[src/rtl/mux_nx1_pkg.sv]
// rtl/mux_nx1_pkg.sv - shared constants and grant helper for mux_nx1_reg
//
// Purpose: mode encodings, default parameters and the rotating-priority
//          one-hot grant function used by rr_arbiter.
// Contents:
//   MODE_FIXED / MODE_RR   encodings of the mux_nx1_reg mode port
//   DEFAULT_N / DEFAULT_W  default channel count and data width
//   MAX_N                  largest channel count rr_grant supports
//   rr_grant()             one-hot grant from request vector and start pointer
package mux_nx1_pkg;

  localparam logic MODE_FIXED = 1'b0;
  localparam logic MODE_RR    = 1'b1;

  localparam int DEFAULT_N = 4;
  localparam int DEFAULT_W = 8;

  localparam int MAX_N  = 32;
  localparam int MAX_NW = $clog2(MAX_N);

  // Scans n requesters starting at 'start' (start < n), wrapping at n, and
  // returns a one-hot vector for the first one found (all zero if none).
  function automatic logic [MAX_N-1:0] rr_grant(input logic [MAX_N-1:0] req,
                                                input int start,
                                                input int n);
    logic [MAX_N-1:0] grant;
    logic             found;
    int               idx;
    grant = '0;
    found = 1'b0;
    for (int k = 0; k < MAX_N; k++) begin
      if (k < n) begin
        idx = start + k;
        if (idx >= n) idx = idx - n;
        if (!found && req[idx[MAX_NW-1:0]]) begin
          grant[idx[MAX_NW-1:0]] = 1'b1;
          found = 1'b1;
        end
      end
    end
    return grant;
  endfunction

endpackage

[src/rtl/rr_arbiter.sv]
// rtl/rr_arbiter.sv - round-robin request arbiter with rotating pointer
//
// Purpose: grants the first requesting channel at or after ptr (wrapping),
//          and moves ptr to one past the channel that completed a transfer.
// Ports:
//   clk      in   rising-edge clock
//   rst_n    in   synchronous active-low reset (ptr -> 0)
//   req      in   N  per-channel requests
//   advance  in   1  a round-robin transfer happened this cycle
//   adv_ch   in   SELW channel that transferred
//   grant    out  N  one-hot grant (combinational)
module rr_arbiter
  import mux_nx1_pkg::*;
#(
  parameter int N = DEFAULT_N,
  localparam int SELW = $clog2(N)
) (
  input  logic            clk,
  input  logic            rst_n,
  input  logic [N-1:0]    req,
  input  logic            advance,
  input  logic [SELW-1:0] adv_ch,
  output logic [N-1:0]    grant
);

  logic [SELW-1:0]  ptr;
  logic [MAX_N-1:0] grant_full;
  logic             unused_grant_bits;

  assign grant_full = rr_grant(MAX_N'(req), int'(ptr), N);
  assign grant      = grant_full[N-1:0];
  // Bits above N are always zero; folded here only so they are consumed.
  assign unused_grant_bits = ^grant_full;

  always_ff @(posedge clk) begin
    if (!rst_n) begin
      ptr <= '0;
    end else if (advance) begin
      ptr <= (adv_ch == SELW'(N - 1)) ? '0 : adv_ch + 1'b1;
    end
  end

endmodule

[src/rtl/mux_nx1_reg.sv]
// rtl/mux_nx1_reg.sv - N-to-1 registered mux with valid/ready and optional round-robin
//
// Purpose: selects one of N producer channels (fixed via sel, or round-robin
//          when built with MUX_NX1_RR_EN) into a single-entry output register.
// Config macro: MUX_NX1_RR_EN - compiles in rr_arbiter; without it mode is
//               ignored and the block always uses fixed select.
// Ports:
//   clk        in   rising-edge clock
//   rst_n      in   synchronous active-low reset
//   mode       in   1     0 = fixed select, 1 = round-robin
//   sel        in   SELW  channel index for fixed mode (>= N grants nothing)
//   in_data    in   N*W   channel i at [i*W +: W]
//   in_valid   in   N     per-channel valid
//   in_ready   out  N     per-channel ready (combinational, 0 in reset)
//   out_data   out  W     registered data
//   out_valid  out  1     output register holds a word
//   out_ready  in   1     consumer accepts the word
//   out_ch     out  SELW  source channel of out_data
module mux_nx1_reg
  import mux_nx1_pkg::*;
#(
  parameter int N = DEFAULT_N,
  parameter int W = DEFAULT_W,
  localparam int SELW = $clog2(N)
) (
  input  logic            clk,
  input  logic            rst_n,
  input  logic            mode,
  input  logic [SELW-1:0] sel,
  input  logic [N*W-1:0]  in_data,
  input  logic [N-1:0]    in_valid,
  output logic [N-1:0]    in_ready,
  output logic [W-1:0]    out_data,
  output logic            out_valid,
  input  logic            out_ready,
  output logic [SELW-1:0] out_ch
);

  logic [N-1:0]    grant_fixed;
  logic [N-1:0]    grant;
  logic            load_en;
  logic            xfer;
  logic [SELW-1:0] xfer_ch;
  logic [W-1:0]    xfer_data;

  // Compare against every legal index so an out-of-range sel simply matches none.
  always_comb begin
    grant_fixed = '0;
    for (int i = 0; i < N; i++) begin
      if (sel == SELW'(i)) grant_fixed[i] = in_valid[i];
    end
  end

`ifdef MUX_NX1_RR_EN
  logic [N-1:0] grant_rr;

  rr_arbiter #(.N(N)) u_rr_arbiter (
    .clk     (clk),
    .rst_n   (rst_n),
    .req     (in_valid),
    .advance (xfer && (mode == MODE_RR)),
    .adv_ch  (xfer_ch),
    .grant   (grant_rr)
  );

  assign grant = (mode == MODE_RR) ? grant_rr : grant_fixed;
`else
  logic unused_mode;
  assign unused_mode = mode;
  assign grant       = grant_fixed;
`endif

  assign load_en  = !out_valid || out_ready;
  assign in_ready = rst_n ? (grant & {N{load_en}}) : '0;
  assign xfer     = |(in_valid & in_ready);

  // grant is one-hot, so an OR of masked channels is the data mux.
  always_comb begin
    xfer_ch   = '0;
    xfer_data = '0;
    for (int i = 0; i < N; i++) begin
      if (grant[i]) begin
        xfer_ch   = SELW'(i);
        xfer_data = xfer_data | in_data[i*W +: W];
      end
    end
  end

  always_ff @(posedge clk) begin
    if (!rst_n) begin
      out_valid <= 1'b0;
      out_data  <= '0;
      out_ch    <= '0;
    end else if (xfer) begin
      out_valid <= 1'b1;
      out_data  <= xfer_data;
      out_ch    <= xfer_ch;
    end else if (out_ready) begin
      out_valid <= 1'b0;
    end
  end

endmodule
[config.mk]
export PLATFORM = sky130hd
export DESIGN_NAME = mux_nx1_reg
export DESIGN_NICKNAME = d
export VERILOG_FILES = /design/src/rtl/mux_nx1_pkg.sv /design/src/rtl/rr_arbiter.sv /design/src/rtl/mux_nx1_reg.sv
export SDC_FILE = /design/constraint.sdc
export NUM_CORES = 1
export LEC_CHECK = 0
export ABC_AREA = 1
export CAP_MARGIN = 10
export CORE_MARGIN = 5
export CORE_UTILIZATION = 33
export CTS_BUF_LIST = sky130_fd_sc_hd__clkbuf_16
export CTS_CLUSTER_DIAMETER = 60
export DETAILED_ROUTE_END_ITERATION = 10
export PLACE_DENSITY = 0.79
export SLEW_MARGIN = 20
export SYNTH_ARGS = -nofsm -noshare
export SYNTH_HDL_FRONTEND = slang
export SYNTH_SLANG_ARGS = --single-unit
[constraint.sdc]
create_clock -name clk -period 1.8 [get_ports clk]
set_input_delay 0.45 -clock clk [delete_from_list [all_inputs] [get_ports clk]]
set_output_delay 0.45 -clock clk [all_outputs]
set_load 0.05 [all_outputs]
Yosys cells after proc, flatten, opt, wreduce, memory -nomap -nowiden --
Index checks and enable logic that the tools add are counted.
Cells by class: $add $sub $neg 0, $mul 0, divide/modulo/power cells 0, $lt $le $gt $ge 0, equal/unequal tests 3, shifts and indexed selects 0, multiplexer cells 14, bitwise gates (word level) 5, reduce and logical (&&, ||, !) cells 5
Operator list (number):
- 8-bit two-way mux | 4
- 8-bit OR | 3
- 4-bit AND | 2
- 1-bit two-way mux | 7
- 2-bit == test, second input constant | 2
- 2-bit two-way mux | 2
- 4-bit two-way mux | 1
- 4-bit OR reduction | 1
- 2-bit by 1-bit == test with 1-bit output, second input constant | 1
- 2-bit logical NOT | 1
- 2-bit nonzero test | 1
- 1-bit logical NOT | 1
- 1-bit logical OR | 1
Word-level totals: flip-flop bits (word level) 11, bits in latches 0, memory bits (writable) 0, bits in read-only memories 0, word-level logic and storage cells 30, memories 0

Logic depth before layout (Yosys ltp) --
Gate-level depths: netlist (run 1).
depth after elaboration 9, depth in mapped cells 9, gate-level depth less buffers 9

Worst setup path after synthesis (run 1) --
No wires, ideal clock.
kind in2out, start point input sel[1], end point output in_ready[0], arrival time 1.509 ns, setup slack -0.159 ns, cell stages on the path 4, buffers on the path 1, cells stage by stage buf_2 > nor2_2 > nand2_1 > nor2_1
Between the ends: longest elaborated chain between the ends 4
RTL lines:
- from (decl) | RTL line mux_nx1_reg.sv:29 | input logic [SELW-1:0] sel,
- 2-bit logical NOT | RTL line mux_nx1_reg.sv:50 | if (sel == SELW'(i)) grant_fixed[i] = in_valid[i];
- 1-bit two-way mux | RTL line mux_nx1_reg.sv:50
- 4-bit AND | RTL line mux_nx1_reg.sv:74 | assign in_ready = rst_n ? (grant & {N{load_en}}) : '0;
- 4-bit two-way mux | RTL line mux_nx1_reg.sv:74
- to (decl) | RTL line mux_nx1_reg.sv:32 | output logic [N-1:0] in_ready,
Every way passes these cells.

Final worst setup path (run 1) --
start point input in_valid[1], end point output in_ready[1]
Between the ends: longest elaborated chain between the ends 3
RTL lines:
- from (decl) | RTL line mux_nx1_reg.sv:31 | input logic [N-1:0] in_valid,
- 1-bit two-way mux | RTL line mux_nx1_reg.sv:50
- 4-bit AND | RTL line mux_nx1_reg.sv:74
- 4-bit two-way mux | RTL line mux_nx1_reg.sv:74
Every way passes these cells.

==> flow_metrics.tcl, run 1 <==
set metrics [dict create \
    grt_pass1_vias 1134 \
    synth_top_area_share_pct 31.8 \
    grt_max_degree 12 \
    synthTopCellsByArea "nand2_1 (32%), dfxtp_1 (30%), nor2_1 (14%)" \
    top_usage_layer "met2" \
    worstSkewPairLatency_ns 0.24 \
    io_buffers 55 \
    yosysTopAreaCell "nand2_1" \
    setup_viol_count_final 0 \
    routabilityCongestion 0.812 \
    whs_endpoint "out_data[5]" \
    fp-row-count 17 \
    hpwl_mm 2.32 \
    num_antenna_cells 0 \
    cpMaxStageDelayCell "clkdlybuf4s50_1" \
    layout-drive-gt1-share_pct 26.1 \
    die_y_um 57.5 \
    cts.clk_slew.worst_paths_ns 0.04 \
    crit_path_cell_trace "clkdlybuf4s50_1, nand3_2, nor2_4, buf_12" \
    ys_types 15 \
    async_reset_ff_share_pct 0 \
    critPathCaptureType "primary output" \
    holdCritStartpoint "out_data[5]" \
    finClkSkew_ns 0.00359 \
    fill_cells 179 \
    start_util_pct 34.0 \
    worstHoldPathType "flop to flop" \
    fp.coreArea_mm2 0.00219 \
    grt_use_met3_pct 4.98 \
    synth_edf_count 0 \
    min_path_cells 2 \
    slowest_delay_ns 0.50 \
    pin_count 57 \
    grt_util_met2_pct 36.3 \
    antenna_found_initial 0 \
    drv.max_cap_violation_count 0 \
    finalCritPeriodShare_pct 98.5 \
    worstSetupStartpointType "primary input" \
    wl_per_cell_um 12.4 \
    final_area_mm2 0.00161 \
    clockBufferDepth 2 \
    vdd_drop_max_mv 0.515 \
    grt_util_met1_pct 19.3 \
    netlist_area_um2 744 \
    root_buffer "clkbuf_16" \
    maxSlewHeadroom_pct 71.6 \
    fmax_mhz 564 \
    crit_arrival_ns 1.32 \
    viasPerCell 4.65 \
    grt_pass1_wl_mm 4.95 \
    place_area_mm2 0.00146 \
    wl_mm 2.96 \
    synth_nets 179 \
    path_class "primary input to primary output" \
    worstMarginPinSlew_ns 0.426 \
    ctsHoldBuffers 0 \
    track_usage_pct 19.0 \
    p_per_area_mw_per_mm2 658 \
    dieArea_mm2 0.00331 \
    slew_viol_final 0 \
    worst-r2r-setup-slack_ns 0.33 \
    synth_most_common_cell "nand2_1" \
    synth_top_cells_by_count "nand2_1 (63), nor2_1 (28), dfxtp_1 (11), inv_1 (11), nand3_1 (7)" \
    ff2ff_path_depth 8 \
    cts_inserted_buffers 3 \
    ys_seq_elements 11 \
    syn_inst 137 \
    first_pass_iters 4 \
    r2r_end "out_data[2]" \
    crit_fanout 3 \
    dr_total_vias 1111 \
    syn_to_final_growth_pct 116 \
    synth_flop_cell "dfxtp_1" \
    status "complete, no violations" \
    whs_ns 0.491 \
    p_leak_nw 0.807 \
    yosys_warnings 0 \
    final_antenna_net_count 0 \
    cts_max_level 1 \
    fin_crit_ns 1.77 \
    critPathRequiredTime_ns 1.35 \
    cts_tree "done" \
    final_nets 254 \
    drc 0 \
    dr.first_iter.drc_count 19 \
    finish.utilization_pct 73.4 \
    overflow 0 \
    clock-sinks 11 \
    final_hold_viol_count 0 \
    avgSynthCellArea_um2 5.43 \
    seq_area_frac_synth_pct 29.6 \
    dieWidth_um 57.5 \
    reg2reg_from "out_valid" \
]
-- power breakdown --
part / internal [mW] / switching [mW]
sequential: 0.266 / 0.0122
combinational: 0.170 / 0.199
clock: 0.292 / 0.118
total: 0.728 / 0.329
-- cells in the final DEF (no fill, tap or decap), drive strengths merged --
master	instances
dlygate4sd2	2
clkdlybuf4s50	34
clkbuf	5
o211ai	1
nand2	64
dfxtp	11
dlymetal6s2s	2
nor2	31
nand4	4
inv	13
nand3	7
a21oi	2
buf	33
o21ai	2
-- critical path: cells and delay by family --
kind / cells / cell delay, ns
buf+inv: 2 / 0.64
simple gates: 2 / 0.23
-- layout make-up --
| class | instances | area (um^2) | area share [%] |
|---|---|---|---|
| Inverter | 12 | 45.0 | 2.80 |
| Tap cell | 28 | 35.0 | 2.18 |
| Clock inverter | 1 | 3.75 | 0.233 |
| Multi-Input combinational cell | 111 | 526 | 32.7 |
| Clock buffer | 3 | 75.1 | 4.67 |
| Sequential cell | 11 | 220 | 13.7 |
| Timing Repair Buffer | 73 | 703 | 43.7 |
-- per-stage QoR --
step           setup slack, ns  cells  TNS [ns]  total power, mW
3_5_place_dp            -0.411    233     -4.00            0.636
2_1_floorplan           -0.102    137    -0.279            0.456
3_3_place_gp            -0.309    233     -3.20            0.626
5_1_grt               -0.00633    239  -0.00633             1.10
4_1_cts                0.00167    238         0             1.05
6_report                0.0265    239         0             1.06
-- per-layer routing --
| metal | share of wire [%] | vias to the layer above |
|---|---|---|
| met5 | 0 | - |
| met4 | 2.0 | 0 |
| met3 | 6.3 | 7 |
| met2 | 54 | 36 |
| met1 | 37 | 501 |
| li1 | - | 567 |
-- cells by family after synthesis --
family                 count (synthesis)  share of synthesized area [%]
AO/OA/AOI/OAI                          5                           4.20
buffers and inverters                 15                           8.91
flip-flops                            11                           29.6
AND/OR/NAND/NOR                      106                           57.3
-- worst max path at each step --
| stage | start | endpoint |
|---|---|---|
| 6_report | in_valid[1] | in_ready[1] |
| 5_1_grt | in_valid[1] | in_ready[1] |
| 4_1_cts | in_valid[1] | in_ready[1] |
| 3_5_place_dp | sel[0] | out_data[2] |
| 3_3_place_gp | sel[0] | out_data[2] |
| 2_1_floorplan | sel[1] | in_ready[3] |
-- registers in the layout, indices dropped and copies added, names as in the netlist --
register   cells
out_valid      1
out_data       8
out_ch         2
-- what timing repair did --
| action | 4_1_cts | 5_1_grt |
|---|---|---|
| buffers inserted | 1 | 1 |
| gates resized for setup | 18 | 8 |
| pin swaps | 4 | 4 |
| endpoints found under the setup margin | 10 | 4 |
No activity file was read; power rests on OpenSTA's default activity.
==> inputs of run 2 (changes only) <==
--- a/config.mk
+++ b/config.mk
@@ -13,7 +13,7 @@
 export CTS_CLUSTER_DIAMETER = 60
 export DETAILED_ROUTE_END_ITERATION = 10
 export PLACE_DENSITY = 0.79
-export SLEW_MARGIN = 20
+export SKIP_LAST_GASP = 1
 export SYNTH_ARGS = -nofsm -noshare
 export SYNTH_HDL_FRONTEND = slang
 export SYNTH_SLANG_ARGS = --single-unit
==> run 2 against run 1 <==
Sequential power about the same; register-to-register slack about the same; sequential share of layout area about the same; critical path depth unchanged; clock-buffer cell count unchanged; via count unchanged; critical path type unchanged; worst setup slack worse by 0.016 ns; worst hold slack unchanged; final cell count unchanged; maximum frequency down 0.90%; first-iteration DRC count down 21%; global-route usage unchanged.
==> flow_metrics.tcl, run 2 (synthesis gave the netlist of run 1 again) <==
set metrics [dict create \
    reg2reg_from "out_valid" \
    fmax_mhz 559 \
    dp.cells 233 \
    layout_commonest_cell "nand2_1" \
    syn_to_final_growth_pct 116 \
    r2r_end "out_data[2]" \
    p_total_mw 1.06 \
    hpwl_mm 2.32 \
    fp.coreArea_mm2 0.00219 \
    overflow 0 \
    antenna_found_initial 0 \
    final_antenna_net_count 0 \
    path_class "primary input to primary output" \
    pin_count 57 \
    drv.max_cap_violation_count 0 \
    wl_per_cell_um 12.4 \
    crit_arrival_ns 1.34 \
    ff2ff_path_depth 8 \
    holdCritStartpoint "out_data[5]" \
    top_regs "out_data: 8 flops, out_ch: 2 flops, out_valid: 1 flops" \
    worst-r2r-setup-slack_ns 0.33 \
    fp-row-count 17 \
    finClkSkew_ns 0.00381 \
    intPower_mw 0.728 \
    viasPerCell 4.65 \
    p_comb_share_pct 34.9 \
    setup_ws_ns 0.0104 \
    start_util_pct 34.0 \
    whs_endpoint "out_data[5]" \
    clockBufferDepth 2 \
    rsz0062_at_grt "yes" \
    dr.first_iter.drc_count 15 \
    fin_crit_ns 1.79 \
    status "complete, no violations" \
    crit_fanout 3 \
    vdd_drop_max_mv 0.515 \
    setup_viol_count_final 0 \
    pwr-share-clk_pct 38.8 \
    wl_met1_mm 1.11 \
    finalCritPeriodShare_pct 99.4 \
    cts_max_level 1 \
    fin_cells 239 \
    cts_inserted_buffers 3 \
    track_usage_pct 19.0 \
    worstHoldPathType "flop to flop" \
    drc 0 \
    grt_max_degree 12 \
    place_ws_ns -0.411 \
    grt_pass1_vias 1132 \
    swShare_pct 31.2 \
    worstMarginPinSlew_ns 0.421 \
    worstSkewPairLatency_ns 0.24 \
    worstSetupStartpointType "primary input" \
    highest_layer "met4" \
    min_path_cells 2 \
    dieWidth_um 57.5 \
    fill_cells 179 \
    dr_total_vias 1111 \
    critPathCaptureType "primary output" \
    cts_tree "done" \
    mostFrequentLayoutCells "nand2_1 (60), clkdlybuf4s50_1 (35), buf_4 (28), nor2_1 (23), inv_1 (12)" \
    maxSlewHeadroom_pct 71.9 \
    met2_length_mm 1.61 \
    root_buffer "clkbuf_16" \
    pwr-share-seq_pct 26.3 \
    p_per_area_mw_per_mm2 659 \
    final_hold_viol_count 0 \
    grt_pass1_wl_mm 4.95 \
    dieArea_mm2 0.00331 \
    power.switching_mw 0.330 \
    num_antenna_cells 0 \
    largest_reg_flops 8 \
    finish.utilization_pct 73.3 \
    first_pass_iters 4 \
    slew_viol_final 0 \
    die_y_um 57.5 \
    fin_setup_tns_ns 0 \
    p_leak_nw 0.798 \
    dr_wl_met3_um 175 \
    final_nets 254 \
    wl_mm 2.96 \
    layout-drive-gt1-share_pct 26.1 \
    critPathRequiredTime_ns 1.35 \
    top_register "out_data" \
    cts.clk_slew.worst_paths_ns 0.04 \
    clock-sinks 11 \
    io_buffers 55 \
    routabilityCongestion 0.812 \
]
[run 2: power by group through the flow]
stage	sequential, mW	combinational (mW)	clock [mW]
CTS	0.278	0.367	0.410
global placement	0.280	0.346	0
global route	0.280	0.400	0.417
detailed placement	0.281	0.354	0
floorplan	0.352	0.104	0
finish	0.278	0.369	0.411
[run 2: cell type report]
class / count / area [um^2] / share of cell area, %
clock buffer: 3 / 75.1 / 4.68
clock inverter: 1 / 3.75 / 0.234
inverter: 12 / 45.0 / 2.81
multi-input combinational: 111 / 526 / 32.7
sequential: 11 / 220 / 13.7
tap: 28 / 35.0 / 2.18
timing repair buffer: 73 / 701 / 43.6
[run 2: worst max-delay path, stage by stage]
cell and delay, ns:
clkdlybuf4s50_1 0.52, nand3_4 0.11, nor2_4 0.12, buf_12 0.14
[run 2: repair_timing]
| action | in CTS | in global routing |
|---|---|---|
| buffers inserted | 1 | 1 |
| hold buffers | 0 | 0 |
| setup endpoints to repair | 10 | 4 |
| resized for setup | 18 | 7 |
| pin swaps | 3 | 4 |
[run 2: metrics by stage]
step	hold slack, ns	area (um^2)
after CTS	0.492	1590
after global placement	0.480	1460
final	0.491	1610
after floorplan	0.591	747
after detailed placement	0.482	1460
after global routing	0.519	1610
[run 2: layer usage]
| metal | GRT usage [%] | vias to the layer above |
|---|---|---|
| met5 | 0 | - |
| met4 | 6.95 | 0 |
| met3 | 4.98 | 7 |
| met2 | 36.3 | 34 |
| met1 | 19.3 | 503 |
| li1 | - | 567 |
[run 2: worst max path at each step]
| stage | from | depth (start not counted) | to |
|---|---|---|---|
| after global placement | sel[0] | 8 | out_data[2] |
| final | in_valid[3] | 4 | in_ready[3] |
| after global routing | in_valid[3] | 4 | in_ready[3] |
| after CTS | in_valid[3] | 4 | in_ready[3] |
| after detailed placement | sel[0] | 8 | out_data[2] |
| after floorplan | sel[1] | 3 | in_ready[3] |
==> inputs of run 3 (changes only) <==
--- a/config.mk
+++ b/config.mk
@@ -13,7 +13,6 @@
 export CTS_CLUSTER_DIAMETER = 60
 export DETAILED_ROUTE_END_ITERATION = 10
 export PLACE_DENSITY = 0.79
-export SKIP_LAST_GASP = 1
 export SYNTH_ARGS = -nofsm -noshare
 export SYNTH_HDL_FRONTEND = slang
 export SYNTH_SLANG_ARGS = --single-unit
==> results of run 3 <==
Final layout, timing and power as in run 1 (identical DEF).
